==> config.mk <==
export PLATFORM = sky130hd
export DESIGN_NAME = fifo_burst_reader
export DESIGN_NICKNAME = d
export VERILOG_FILES = /design/src/rtl/fifo_burst_pkg.sv /design/src/rtl/fifo_skid_buf2.sv /design/src/rtl/fifo_burst_reader.sv
export SDC_FILE = /design/constraint.sdc
export NUM_CORES = 1
export LEC_CHECK = 0
export BUFFER_PORTS_ARGS = -buffer_cell sky130_fd_sc_hd__clkbuf_2
export CORE_AREA = 2 2 82 84
export DETAILED_ROUTE_END_ITERATION = 6
export DIE_AREA = 0 0 84 86
export PLACE_DENSITY = 0.52
export RECOVER_POWER = 25
export SYNTH_ARGS = -nofsm -noshare
export SYNTH_HDL_FRONTEND = slang
export SYNTH_HIERARCHICAL = 1
export SYNTH_SLANG_ARGS = --single-unit
==> constraint.sdc <==
create_clock -name clk -period 3.95 [get_ports clk]
set_clock_uncertainty 0.2 [all_clocks]
set_input_delay 0 -clock clk [delete_from_list [all_inputs] [get_ports clk]]
set_output_delay 0 -clock clk [all_outputs]
set_load 0.05 [all_outputs]
==> src/rtl/fifo_burst_pkg.sv <==
// Shared types for the FIFO burst reader: FSM state, skid entry, widths.
// Optional timeout flush is enabled by FIFO_BURST_READER_TIMEOUT_EN.
package fifo_burst_pkg;

    typedef enum logic {
        IDLE  = 1'b0,
        BURST = 1'b1
    } state_t;

    // Default entry layout; the top builds the same layout at DATA_WIDTH.
    localparam int ENTRY_DW = 16;

    typedef struct packed {
        logic [ENTRY_DW-1:0] data;
        logic                sop;
        logic                eop;
    } skid_entry_t;

    // Skid buffer holds at most 2 entries, so 0..2 needs 2 bits.
    localparam int SKID_CNT_W = 2;

    // Bits needed for a counter that runs 0..n-1 (never less than 1).
    function automatic int cnt_width(input int n);
        return (n <= 2) ? 1 : $clog2(n);
    endfunction

endpackage

==> src/rtl/fifo_skid_buf2.sv <==
// Two-entry in-order valid/ready buffer with a registered occupancy count.
// The writer must only enqueue while count < 2.
module fifo_skid_buf2
    import fifo_burst_pkg::*;
#(
    parameter type entry_t = skid_entry_t
) (
    input  logic                  clk,
    input  logic                  reset,
    input  logic                  in_valid,
    input  entry_t                in_entry,
    output logic                  out_valid,
    output entry_t                out_entry,
    input  logic                  out_ready,
    output logic [SKID_CNT_W-1:0] count
);

    entry_t head;
    entry_t tail;
    logic   deq;

    assign out_valid = (count != '0);
    assign out_entry = head;
    assign deq       = out_valid & out_ready;

    // Enqueue at the tail, dequeue from the head, keep order across both.
    always_ff @(posedge clk or posedge reset) begin
        if (reset) begin
            head  <= '0;
            tail  <= '0;
            count <= '0;
        end else begin
            unique case ({in_valid, deq})
                2'b10: begin
                    if (count == 2'd0) head <= in_entry;
                    else               tail <= in_entry;
                    count <= count + 2'd1;
                end
                2'b01: begin
                    head  <= tail;
                    count <= count - 2'd1;
                end
                2'b11: begin
                    if (count == 2'd1) begin
                        head <= in_entry;
                    end else begin
                        head <= tail;
                        tail <= in_entry;
                    end
                end
                default: ;
            endcase
        end
    end

endmodule

==> src/rtl/fifo_burst_reader.sv <==
// Drains a FWFT FIFO in sop/eop-framed bursts through a 2-entry skid buffer.
// Define FIFO_BURST_READER_TIMEOUT_EN to flush partial bursts after a timeout.
module fifo_burst_reader
    import fifo_burst_pkg::*;
#(
    parameter int DATA_WIDTH     = 16,
    parameter int ADDR_WIDTH     = 4,
    parameter int BURST_LEN      = 4,
    parameter int TIMEOUT_CYCLES = 16
) (
    input  logic                  clk,
    input  logic                  reset,
    input  logic                  fifo_empty,
    input  logic [ADDR_WIDTH:0]   fifo_depth,
    input  logic [DATA_WIDTH-1:0] fifo_data,
    output logic                  fifo_ren,
    output logic                  m_valid,
    input  logic                  m_ready,
    output logic [DATA_WIDTH-1:0] m_data,
    output logic                  m_sop,
    output logic                  m_eop,
    output logic                  busy
);

    localparam int RW = ADDR_WIDTH + 1;
    localparam logic [RW-1:0] BLEN = RW'(BURST_LEN);

    typedef struct packed {
        logic [DATA_WIDTH-1:0] data;
        logic                  sop;
        logic                  eop;
    } entry_t;

    state_t                state;
    logic [RW-1:0]         rem;
    logic                  first;
    logic [SKID_CNT_W-1:0] skid_cnt;
    logic                  pop;
    logic                  start_full;
    logic                  flush;
    entry_t                in_e;
    entry_t                out_e;

    assign start_full = (fifo_depth >= BLEN);

`ifdef FIFO_BURST_READER_TIMEOUT_EN
    localparam int TW = cnt_width(TIMEOUT_CYCLES);
    localparam logic [TW-1:0] TLAST = TW'(TIMEOUT_CYCLES - 1);

    logic [TW-1:0] tcnt;
    logic          pending;

    assign pending = (state == IDLE) & ~fifo_empty
                   & (fifo_depth != '0) & ~start_full;
    assign flush   = pending & (tcnt == TLAST);

    // Count idle cycles with a partial burst waiting; saturating.
    always_ff @(posedge clk or posedge reset) begin
        if (reset) begin
            tcnt <= '0;
        end else if (!pending || flush) begin
            tcnt <= '0;
        end else if (tcnt != TLAST) begin
            tcnt <= tcnt + 1'b1;
        end
    end
`else
    assign flush = 1'b0;
`endif

    // skid_cnt is registered, so m_ready never reaches fifo_ren.
    assign pop = (state == BURST) & (rem != '0) & ~fifo_empty
               & (skid_cnt < 2'd2);

    assign fifo_ren = pop;

    // Tag each popped word with its position in the burst.
    always_comb begin
        in_e      = '0;
        in_e.data = fifo_data;
        in_e.sop  = first;
        in_e.eop  = (rem == RW'(1));
    end

    // Burst FSM: capture length on entry, count pops down to zero.
    always_ff @(posedge clk or posedge reset) begin
        if (reset) begin
            state <= IDLE;
            rem   <= '0;
            first <= 1'b0;
        end else begin
            unique case (state)
                IDLE: begin
                    unique case (1'b1)
                        start_full: begin
                            state <= BURST;
                            rem   <= BLEN;
                            first <= 1'b1;
                        end
                        (flush & ~start_full): begin
                            state <= BURST;
                            rem   <= fifo_depth;
                            first <= 1'b1;
                        end
                        default: ;
                    endcase
                end
                BURST: begin
                    if (pop) begin
                        rem   <= rem - RW'(1);
                        first <= 1'b0;
                        if (rem == RW'(1)) state <= IDLE;
                    end
                end
                default: state <= IDLE;
            endcase
        end
    end

    fifo_skid_buf2 #(
        .entry_t (entry_t)
    ) u_skid (
        .clk       (clk),
        .reset     (reset),
        .in_valid  (pop),
        .in_entry  (in_e),
        .out_valid (m_valid),
        .out_entry (out_e),
        .out_ready (m_ready),
        .count     (skid_cnt)
    );

    assign m_data = out_e.data;
    assign m_sop  = out_e.sop;
    assign m_eop  = out_e.eop;
    assign busy   = (state == BURST) | (skid_cnt != '0);

endmodule

== After elaboration in Yosys (flattened, before gate mapping) ==
Cells that the tools add are included.
Widths: inputs -> output; s select.

* Add/subtract/negate cells: 3
* $lt $le $gt $ge: 2
* Equal/unequal tests: 10
* Muxes and demuxes: 17
* Bitwise logic cells: 7
* Reduce and logical (&&, ||, !) cells: 9

{| class="wikitable"
|+ Operators by type and width
! kind !! count
|-
| $mux 18 || 4
|-
| $pmux 18 s3 || 1
|-
| $pmux 18 s2 || 1
|-
| $mux 5 || 2
|-
| $pmux 5 s2 || 1
|-
| $ne 2x2->1 const B || 3
|-
| $reduce_bool 2->1 || 3
|-
| $eq 5x1->1 const B || 1
|-
| $ge 5x3->1 const B || 1
|-
| $mux 1 || 5
|-
| $reduce_bool 5->1 || 1
|-
| $sub 5x1->5 const B || 1
|-
| $and 1x1->1 || 4
|-
| $eq 2x1->1 const B || 2
|-
| $eq 2x2->1 const B || 2
|-
| $ne 2x1->1 const B || 2
|-
| $pmux 1 s2 || 2
|-
| $pmux 2 s2 || 1
|-
| $reduce_and 2->1 || 2
|-
| $reduce_and 3->1 || 1
|-
| $reduce_bool 3->1 || 1
|-
| $add 2x1->2 const B || 1
|-
| $logic_not 2->1 || 1
|-
| $lt 2x2->1 const B || 1
|-
| other kinds (3) || 4
|}

* Register bits after elaboration: 45
* Input bits: 25
* Output and inout port bits: 21
* Logic and storage cells: 58

== Depth between registers and ports, before layout ==
Gate-level depths: netlist (run 1).

* Word-level depth: 7
* Depth in mapped cells: 13
* Mapped depth without buffers: 10

== Modules after synthesis ==
Netlist (run 1), hierarchy kept.

{| class="wikitable"
|+ Modules (own cells, without submodules)
! module !! instances !! cells each !! area an instance (um2) !! seq. area each (um2)
|-
| fifo_skid_buf2 || 1 || 168 || 1836.8 || 950.9
|-
| fifo_burst_reader || 1 || 38 || 377.9 || 175.2
|}

== Worst setup path before layout (run 1) ==
OpenSTA, ideal clock, no wires.

* Kind: register to register
* From: register rem[0]
* To: register u_skid/tail[0] (netlist bit)
* Library setup time: 125 ps
* Arrival time: 2595 ps
* Required time: 3625 ps
* Slack: 1030 ps
* Stages on the path, launching flop included: 12
* Path buffers: 2
* Clock period less this slack: 2920 ps
* Path through: dfrtp_1 > inv_1 > ha_1 > nor4b_1 > or2_4 > inv_1 > ha_1 > a22oi_1 > o21a_1 > buf_6 > buf_12 > mux2_4

* Word-level cells in the longest chain between the ends: 7
* Elaborated cells on any way between the ends: 14
* Classes of those cells: 5 x eq/ne; 3 x mux; 3 x bitwise; 3 x reduce/logical

{| class="wikitable"
|+ RTL lines
! what !! line !! text
|-
| start: declaration || fifo_burst_reader.sv:35 || <nowiki>logic [RW-1:0] rem;</nowiki>
|-
| start signal: assignment || fifo_burst_reader.sv:102 || <nowiki>rem <= fifo_depth;</nowiki>
|-
| start signal: assignment || fifo_burst_reader.sv:110 || <nowiki>rem <= rem - RW'(1);</nowiki>
|-
| $reduce_bool 5->1 * || fifo_burst_reader.sv:72 || <nowiki>assign pop = (state == BURST) & (rem != '0) & ~fifo_empty</nowiki>
|-
| $and 1x1->1 * (2 in a row) || fifo_burst_reader.sv:72 ||
|-
| $and 1x1->1 * || fifo_burst_reader.sv:73 || <nowiki>& (skid_cnt < 2'd2);</nowiki>
|-
| via fifo_ren || fifo_burst_reader.sv:16 || <nowiki>output logic fifo_ren,</nowiki>
|-
| $eq 2x2->1 || fifo_skid_buf2.sv:33 || <nowiki>unique case ({in_valid, deq})</nowiki>
|-
| $ne 2x2->1 (no line) / $reduce_bool 2->1 (equally long branches) || - ||
|-
| $reduce_and 3->1 (no line) || - ||
|-
| end signal: assignment || fifo_skid_buf2.sv:36 || <nowiki>else tail <= in_entry;</nowiki>
|-
| end signal: assignment || fifo_skid_buf2.sv:48 || <nowiki>tail <= in_entry;</nowiki>
|-
| end: declaration || fifo_skid_buf2.sv:19 || <nowiki>entry_t tail;</nowiki>
|}

The timed path passes the listed nets; every way through them passes the cells marked *. The select of a mux whose other input is x is not followed.
A chain may end at the register's enable or synchronous reset.

== Worst setup path after layout (run 1) ==
* From: register rem[0]
* To: register u_skid/tail[9] (netlist bit)

* Word-level cells in the longest chain between the ends: 7
* Elaborated cells on any way between the ends: 11
* Classes of those cells: 4 x eq/ne; 1 x mux; 3 x bitwise; 3 x reduce/logical

{| class="wikitable"
|+ RTL lines
! what !! line
|-
| $reduce_bool 5->1 * || fifo_burst_reader.sv:72
|-
| $and 1x1->1 * (2 in a row) || fifo_burst_reader.sv:72
|-
| $and 1x1->1 * || fifo_burst_reader.sv:73
|-
| $eq 2x2->1 || fifo_skid_buf2.sv:33
|-
| $ne 2x2->1 (no line) / $reduce_bool 2->1 (equally long branches) || -
|-
| $reduce_and 3->1 (no line) || -
|}

Every way passes the cells marked *; elsewhere a longest branch is shown, timed or not.

==> results of run 1 <==
-- critical path: stages (launching register included) --
cell     delay, ps
dfrtp_1        420
inv_1           70
ha_1           220
nor4b_1        350
or2_4          220
inv_1           90
ha_1           270
a22oi_1        180
o21a_1         240
buf_4          320
mux2_2         370
-- routing by layer --
layer	share of wire [%]	vias to the layer above	global-route usage (%)
li1	-	866	-
met1	46	807	17.6
met2	49	34	24.6
met3	3.9	7	3.56
met4	1.5	0	5.13
met5	0	-	0
-- area by class of cell --
class	count	area, um2
Fill cell	606	3420
Timing Repair Buffer	71	484
Clock buffer	5	68.8
Multi-Input combinational cell	138	970
Inverter	12	45.0
Clock inverter	3	65.1
Tap cell	77	96.3
Sequential cell	45	1130
-- kinds of logic after synthesis --
group	share of synthesized area [%]
buffers and inverters	5.37
adder cells (fa/ha/maj)	5.08
AO/OA/AOI/OAI	12.9
AND/OR/NAND/NOR	13.2
flip-flops	50.8
XOR/XNOR	0.791
multiplexers	11.8
-- placed cells by master, fill, tap and decap left out, drive strengths merged, types with 2 or more instances in the layout --
master       instances
nor4b                2
mux2                19
buf                  2
nor2                21
o21ai               22
bufinv               2
nand3               18
nand2b               2
o22ai                3
xnor2                2
or2                  2
clkbuf              49
a31oi               18
nor2b                2
dfrtp               45
nand2                4
ha                   9
dlygate4sd3         25
inv                 12
nor3                 2
-- through the flow --
| step | setup slack, ps | util, % | hold slack, ps |
|---|---|---|---|
| after floorplan | 1030 | - | -397 |
| after global routing | 595 | 45.5 | 49.8 |
| after detailed placement | 848 | 39.4 | -247 |
| final | 887 | 45.5 | 19.1 |
| after global placement | 917 | 39.4 | -255 |
| after CTS | 828 | 45.5 | 7.47 |
-- power by group through the flow --
stage               Sequential, W  Combinational (W)  Clock, W
global route             0.000851            0.00145  0.000446
floorplan                 0.00113           0.000787         0
CTS                      0.000823            0.00136  0.000421
detailed placement       0.000831            0.00133         0
finish                   0.000821            0.00134  0.000410
global placement         0.000823            0.00132         0
-- what timing repair did --
action,in CTS,in global routing
hold endpoints to repair,83,0
hold buffers,25,0
endpoints found under the setup margin,0,0
-- final timing paths --
check                           slack [ps]  cells past startpoint                              end
worst min register to register         310                      1      u_skid/tail[17]$_DFFE_PP0P_
min in group asynchronous              530                      4               rem[1]$_DFFE_PP0P_
worst max register to register         890                     10       u_skid/tail[9]$_DFFE_PP0P_
max in group asynchronous             1550                      4  u_skid/out_entry[2]$_DFFE_PP0P_
worst max-delay path                   890                     10       u_skid/tail[9]$_DFFE_PP0P_
worst min-delay path                    20                      4               rem[0]$_DFFE_PP0P_
-- flip-flops by register name (all words and copies together), names as in the netlist --
| name | flops |
|---|---|
| first | 1 |
| rem | 5 |
| state | 1 |
| u_skid/count | 2 |
| u_skid/out_entry | 18 |
| u_skid/tail | 18 |
==> flow_summary.yaml, run 1 <==
run_status:
  status: "finished with violations"
  violations: "max-capacitance violations, max-slew violations"
floorplanning:
  die_area_mm2: 0.00722
  placementRows: 29
  pin_count: 46
  initial_core_util_pct: 35.3
  core_mm2: 0.00628
  die_height_um: 86
  die_width_um: 84
global_route:
  grt_pass1_wl_um: 8140
  grt_pass1_vias: 1660
  antenna_found_initial: 0
  grt_usage_pct: 14.3
  grt_overflow: 0
  grt_max_degree: 39
routing:
  routedWlPerCell_um: 13.8
  detail-route-antenna-nets: 0
  wirelength_um: 4860
  drtIter0Drc: 62
  drt-pass1-iter-count: 4
  viasPerCell: 4.88
  drc: 0
  vias: 1714
yosys:
  yosysTopAreaCellShare_pct: 50.8
  synth_cell_type_count: 35
  synth.avg_cell_area_um2: 10.8
  synthTopCellsByArea: "dfrtp_1 (51%), mux2_4 (6.8%), a31oi_1 (5.1%), ha_1 (5.1%), o21ai_0 (5.0%)"
  yosys_register_bits: 45
  synth_top_area_cell: "dfrtp_1"
  yosysWarnings: 6
  synth_nets: 240
  synth.cell_area_mm2: 0.00221
  synth_most_common_cell: "dfrtp_1"
  netlist_top_cells_count: "dfrtp_1 (45), o21ai_0 (22), nor2_1 (21), a31oi_1 (18), nand3_1 (18)"
  synthArstFlopShare_pct: 100
  synth_ff_type: "dfrtp_1"
  netlist_instances: 206
  ys_seq_area_share_pct: 50.8
  synth-edff-count: 0
timing:
  rsz0062_at_grt: "no"
  setup_viol: 0
  worstMarginPinSlew_ps: 2090
  finalCriticalPeriod_ps: 3060
  slew_headroom_pct: -39.6
  drv_slew: 39
  final_hold_viol_count: 0
  final.setup.tns_ps: 0
  timing.final.crit_share_pct: 77.5
  fmax_ghz: 0.326
final_layout:
  final_cell_area_mm2: 0.00286
  fin_cells: 351
  final_nets: 307
  diodes: 0
  area_growth_pct: 28.9
  drive_gt1_share_pct: 27.7
worst_hold_path:
  hp-start: "fifo_depth[2]"
  hp-class: "in -> reg"
critical_path:
  cp-end-kind: "flip-flop"
  cp-startpoint: "rem[0]$_DFFE_PP0P_"
  rr_startpoint: "rem[0]$_DFFE_PP0P_"
  crit_type: "reg -> reg"
  worstPathRequired_ps: 3940
  cp_max_fo: 15
  arrival_ps: 3050
  start_kind: "flip-flop"
placement:
  dpl.cell_count: 318
  gp_congestion: 0.765
  place_hpwl_um: 3120
  place_area_mm2: 0.00247
  port_buffers: 43
pwr:
  powerDensity_mw_per_mm2: 900
  irDropWorstVdd_mv: 0.587
  power_frac_comb_pct: 52.1
  p_leak_nw: 1.33
  power_w: 0.00257
  p_sw_share_pct: 44.1
  p_sw_w: 0.00113
  seqPwrFrac_pct: 31.9
  clock_power_share_pct: 16.0
  power.internal_w: 0.00144
clocking:
  path_clk_slew_ps: 80
  cts_root_buf: "clkbuf_8"
  cts-buffers-inserted: 5
  cts_sinks: 45
  cts_setup_buffers: 0
  cts.repair.resized: 0
  cts_buffer_depth: 2
  htreeDepth: 2
  cts_tree: "built"
  insertion_delay_ps: 300
job:
  drv_cap: 1
Power figures use the tool's default switching activity.
==> inputs of run 2 (changes only) <==
- ABC_AREA: not set -> 1
- CORE_AREA: 2 2 82 84 -> 2 2 84 86
- DIE_AREA: 0 0 84 86 -> 0 0 86 88
- clock period: 3.95 -> 3 ns (I/O delays scaled with it)
==> flow_summary.yaml, run 2 <==
clocking:
  hold_buffers: 24
  path_clk_slew_ps: 90
  cts_buffer_depth: 2
  cts_setup_buffers: 0
  htreeDepth: 2
  cts_root_buf: "clkbuf_8"
  cts_sinks: 45
  insertion_delay_ps: 300
  cts.repair.resized: 0
  cts_tree: "built"
  cts-buffers-inserted: 5
final_layout:
  final_common_cell: "nand2_1"
  diodes: 0
  drive_gt1_share_pct: 13.4
  num-fill-cells: 714
  multi_input_area_mm2: 0.00106
  area_growth_pct: 26.1
  seqCellArea_mm2: 0.00113
  final_nets: 407
  final_cell_mix: "nand2_1 (151), nand3_1 (46), dfrtp_1 (45), clkbuf_2 (25), dlygate4sd3_1 (24)"
placement:
  port_buffers: 43
  place_hpwl_um: 3680
  dp_slack_ps: 500
  gp_congestion: 0.742
floorplanning:
  placementRows: 30
  pin_count: 46
  core_mm2: 0.00664
  initial_core_util_pct: 35.0
  die_height_um: 88
  die_width_um: 86
  die_area_mm2: 0.00757
yosys:
  synth_ff_type: "dfrtp_1"
  synthArstFlopShare_pct: 100
  synth_nets: 336
  netlist_instances: 302
  synthTopCellsByArea: "dfrtp_1 (48%), nand2_1 (24%), nand3_1 (9.9%), ha_1 (4.8%), inv_1 (3.1%)"
  synth-edff-count: 0
  synth_most_common_cell: "nand2_1"
  ys_seq_area_share_pct: 48.4
  yosysTopAreaCellShare_pct: 48.4
  synth_cell_type_count: 20
  synth.avg_cell_area_um2: 7.71
  synth.cell_area_mm2: 0.00233
  yosysWarnings: 6
  synth_top_area_cell: "dfrtp_1"
  yosys_register_bits: 45
  netlist_top_cells_count: "nand2_1 (151), nand3_1 (46), dfrtp_1 (45), inv_1 (19), ha_1 (9)"
routing:
  viasPerCell: 4.53
  detail-route-antenna-nets: 0
  vias: 2057
  drc: 0
  wirelength_um: 5580
  routedWlPerCell_um: 12.3
  drtIter0Drc: 103
  drt-pass1-iter-count: 4
timing:
  fmax_ghz: 0.396
  drv_slew: 0
  final.setup.tns_ps: 0
  setup_viol: 0
  timing.final.crit_share_pct: 84.3
  hold_slack_ps: 216
  final_hold_viol_count: 0
  worstMarginPinSlew_ps: 889
  finalCriticalPeriod_ps: 2530
  slew_headroom_pct: 40.7
  setup_ws_ps: 472
  rsz0062_at_grt: "no"
pwr:
  power_w: 0.00203
  power_frac_comb_pct: 43.5
  powerDensity_mw_per_mm2: 693
  irDropWorstVdd_mv: 0.318
  clock_power_share_pct: 18.5
  power.internal_w: 0.00108
  seqPwrFrac_pct: 37.9
  p_sw_share_pct: 46.8
  p_leak_nw: 1.64
  p_sw_w: 0.000951
global_route:
  grt_overflow: 0
  grt_pass1_vias: 2033
  antenna_found_initial: 0
  grt_usage_pct: 15.9
  grt_pass1_wl_um: 9430
  grt_max_degree: 23
job:
  drv_cap: 0
critical_path:
  cp_max_fo: 14
  crit_type: "reg -> reg"
  start_kind: "flip-flop"
  worstPathRequired_ps: 3030
  cp-end-kind: "flip-flop"
  arrival_ps: 2560
worst_hold_path:
  hp-class: "in -> async"
run_status:
  status: "finished clean"
run 2: cell count changes after synthesis, sizes merged, moves of 2 or more:
cell / delta
a31oi: -18
clkbuf: -4
inv: +11
mux2: -19
nand2: +152
nand2b: -2
nand3: +29
nor2: -16
nor2b: -2
nor4b: -2
o21ai: -17
o22ai: -3
or2: -2
run 2: through the flow:
stage	std cells	utilization, %	cell area, um2
floorplan	302	-	2330
global placement	422	39.6	2630
detailed placement	422	39.6	2630
CTS	454	44.5	2960
global route	454	44.2	2930
finish	454	44.2	2930
run 2: final cells by class:
| cell class | instances | share of cell area, % |
|---|---|---|
| sequential | 45 | 38.4 |
| multi-input combinational | 226 | 36.2 |
| timing repair buffer | 72 | 16.0 |
| tap | 80 | 3.41 |
| inverter | 23 | 2.94 |
| clock buffer | 6 | 2.47 |
| clock inverter | 2 | 0.512 |
run 2: worst max-delay path, cell delays in order (launching register included):
cell	delay, ps
dfrtp_1	420
inv_1	100
ha_1	230
nand3_2	110
nand2_4	140
inv_2	80
inv_1	140
ha_1	210
inv_1	80
nand2_1	430
nand2_1	110
nand2_1	80
nand2_1	50
nand2_1	80
run 2: logic make-up (layout without fill, tap and decap cells):
group,Yosys count,count (layout),share of synthesized area (%)
and+or+nand+nor,210,210,38.5
DFF,45,45,48.4
buffers and inverters,31,103,5.91
adders and majority gates,9,9,4.84
AOI/OAI and AO/OA,5,5,1.56
xor gates and xnor gates,2,2,0.753
run 2: final timing paths:
| kind | start | to | slack, ps | depth (start not counted) |
|---|---|---|---|---|
| min in group clk | u_skid/tail[13]$_DFFE_PP0P_ | u_skid/tail[13]$_DFFE_PP0P_ | 280 | 2 |
| worst min register to register | u_skid/tail[13]$_DFFE_PP0P_ | u_skid/tail[13]$_DFFE_PP0P_ | 280 | 2 |
| worst min-delay path | reset | u_skid/tail[1]$_DFFE_PP0P_ | 220 | 3 |
| max in group asynchronous | reset | u_skid/out_entry[11]$_DFFE_PP0P_ | 1600 | 4 |
| worst max register to register | rem[0]$_DFFE_PP0P_ | u_skid/out_entry[10]$_DFFE_PP0P_ | 470 | 13 |
| worst max-delay path | rem[0]$_DFFE_PP0P_ | u_skid/out_entry[10]$_DFFE_PP0P_ | 470 | 13 |
run 2: power groups by stage:
stage,Combinational [W],Clock (W),Sequential [W]
after floorplan,0.000376,0,0.00110
after global routing,0.000972,0.000414,0.000791
after CTS,0.000919,0.000398,0.000774
after global placement,0.000891,0,0.000780
final,0.000885,0.000377,0.000771
after detailed placement,0.000894,0,0.000786
run 2: per-layer routing:
layer  up-vias  GRT usage [%]  share of wire, %
met4         0           3.90              0.66
met1       937           21.1                48
met2        36           27.1                48
met3         5           2.83               3.2
met5         -              0                 0
li1       1079              -                 -
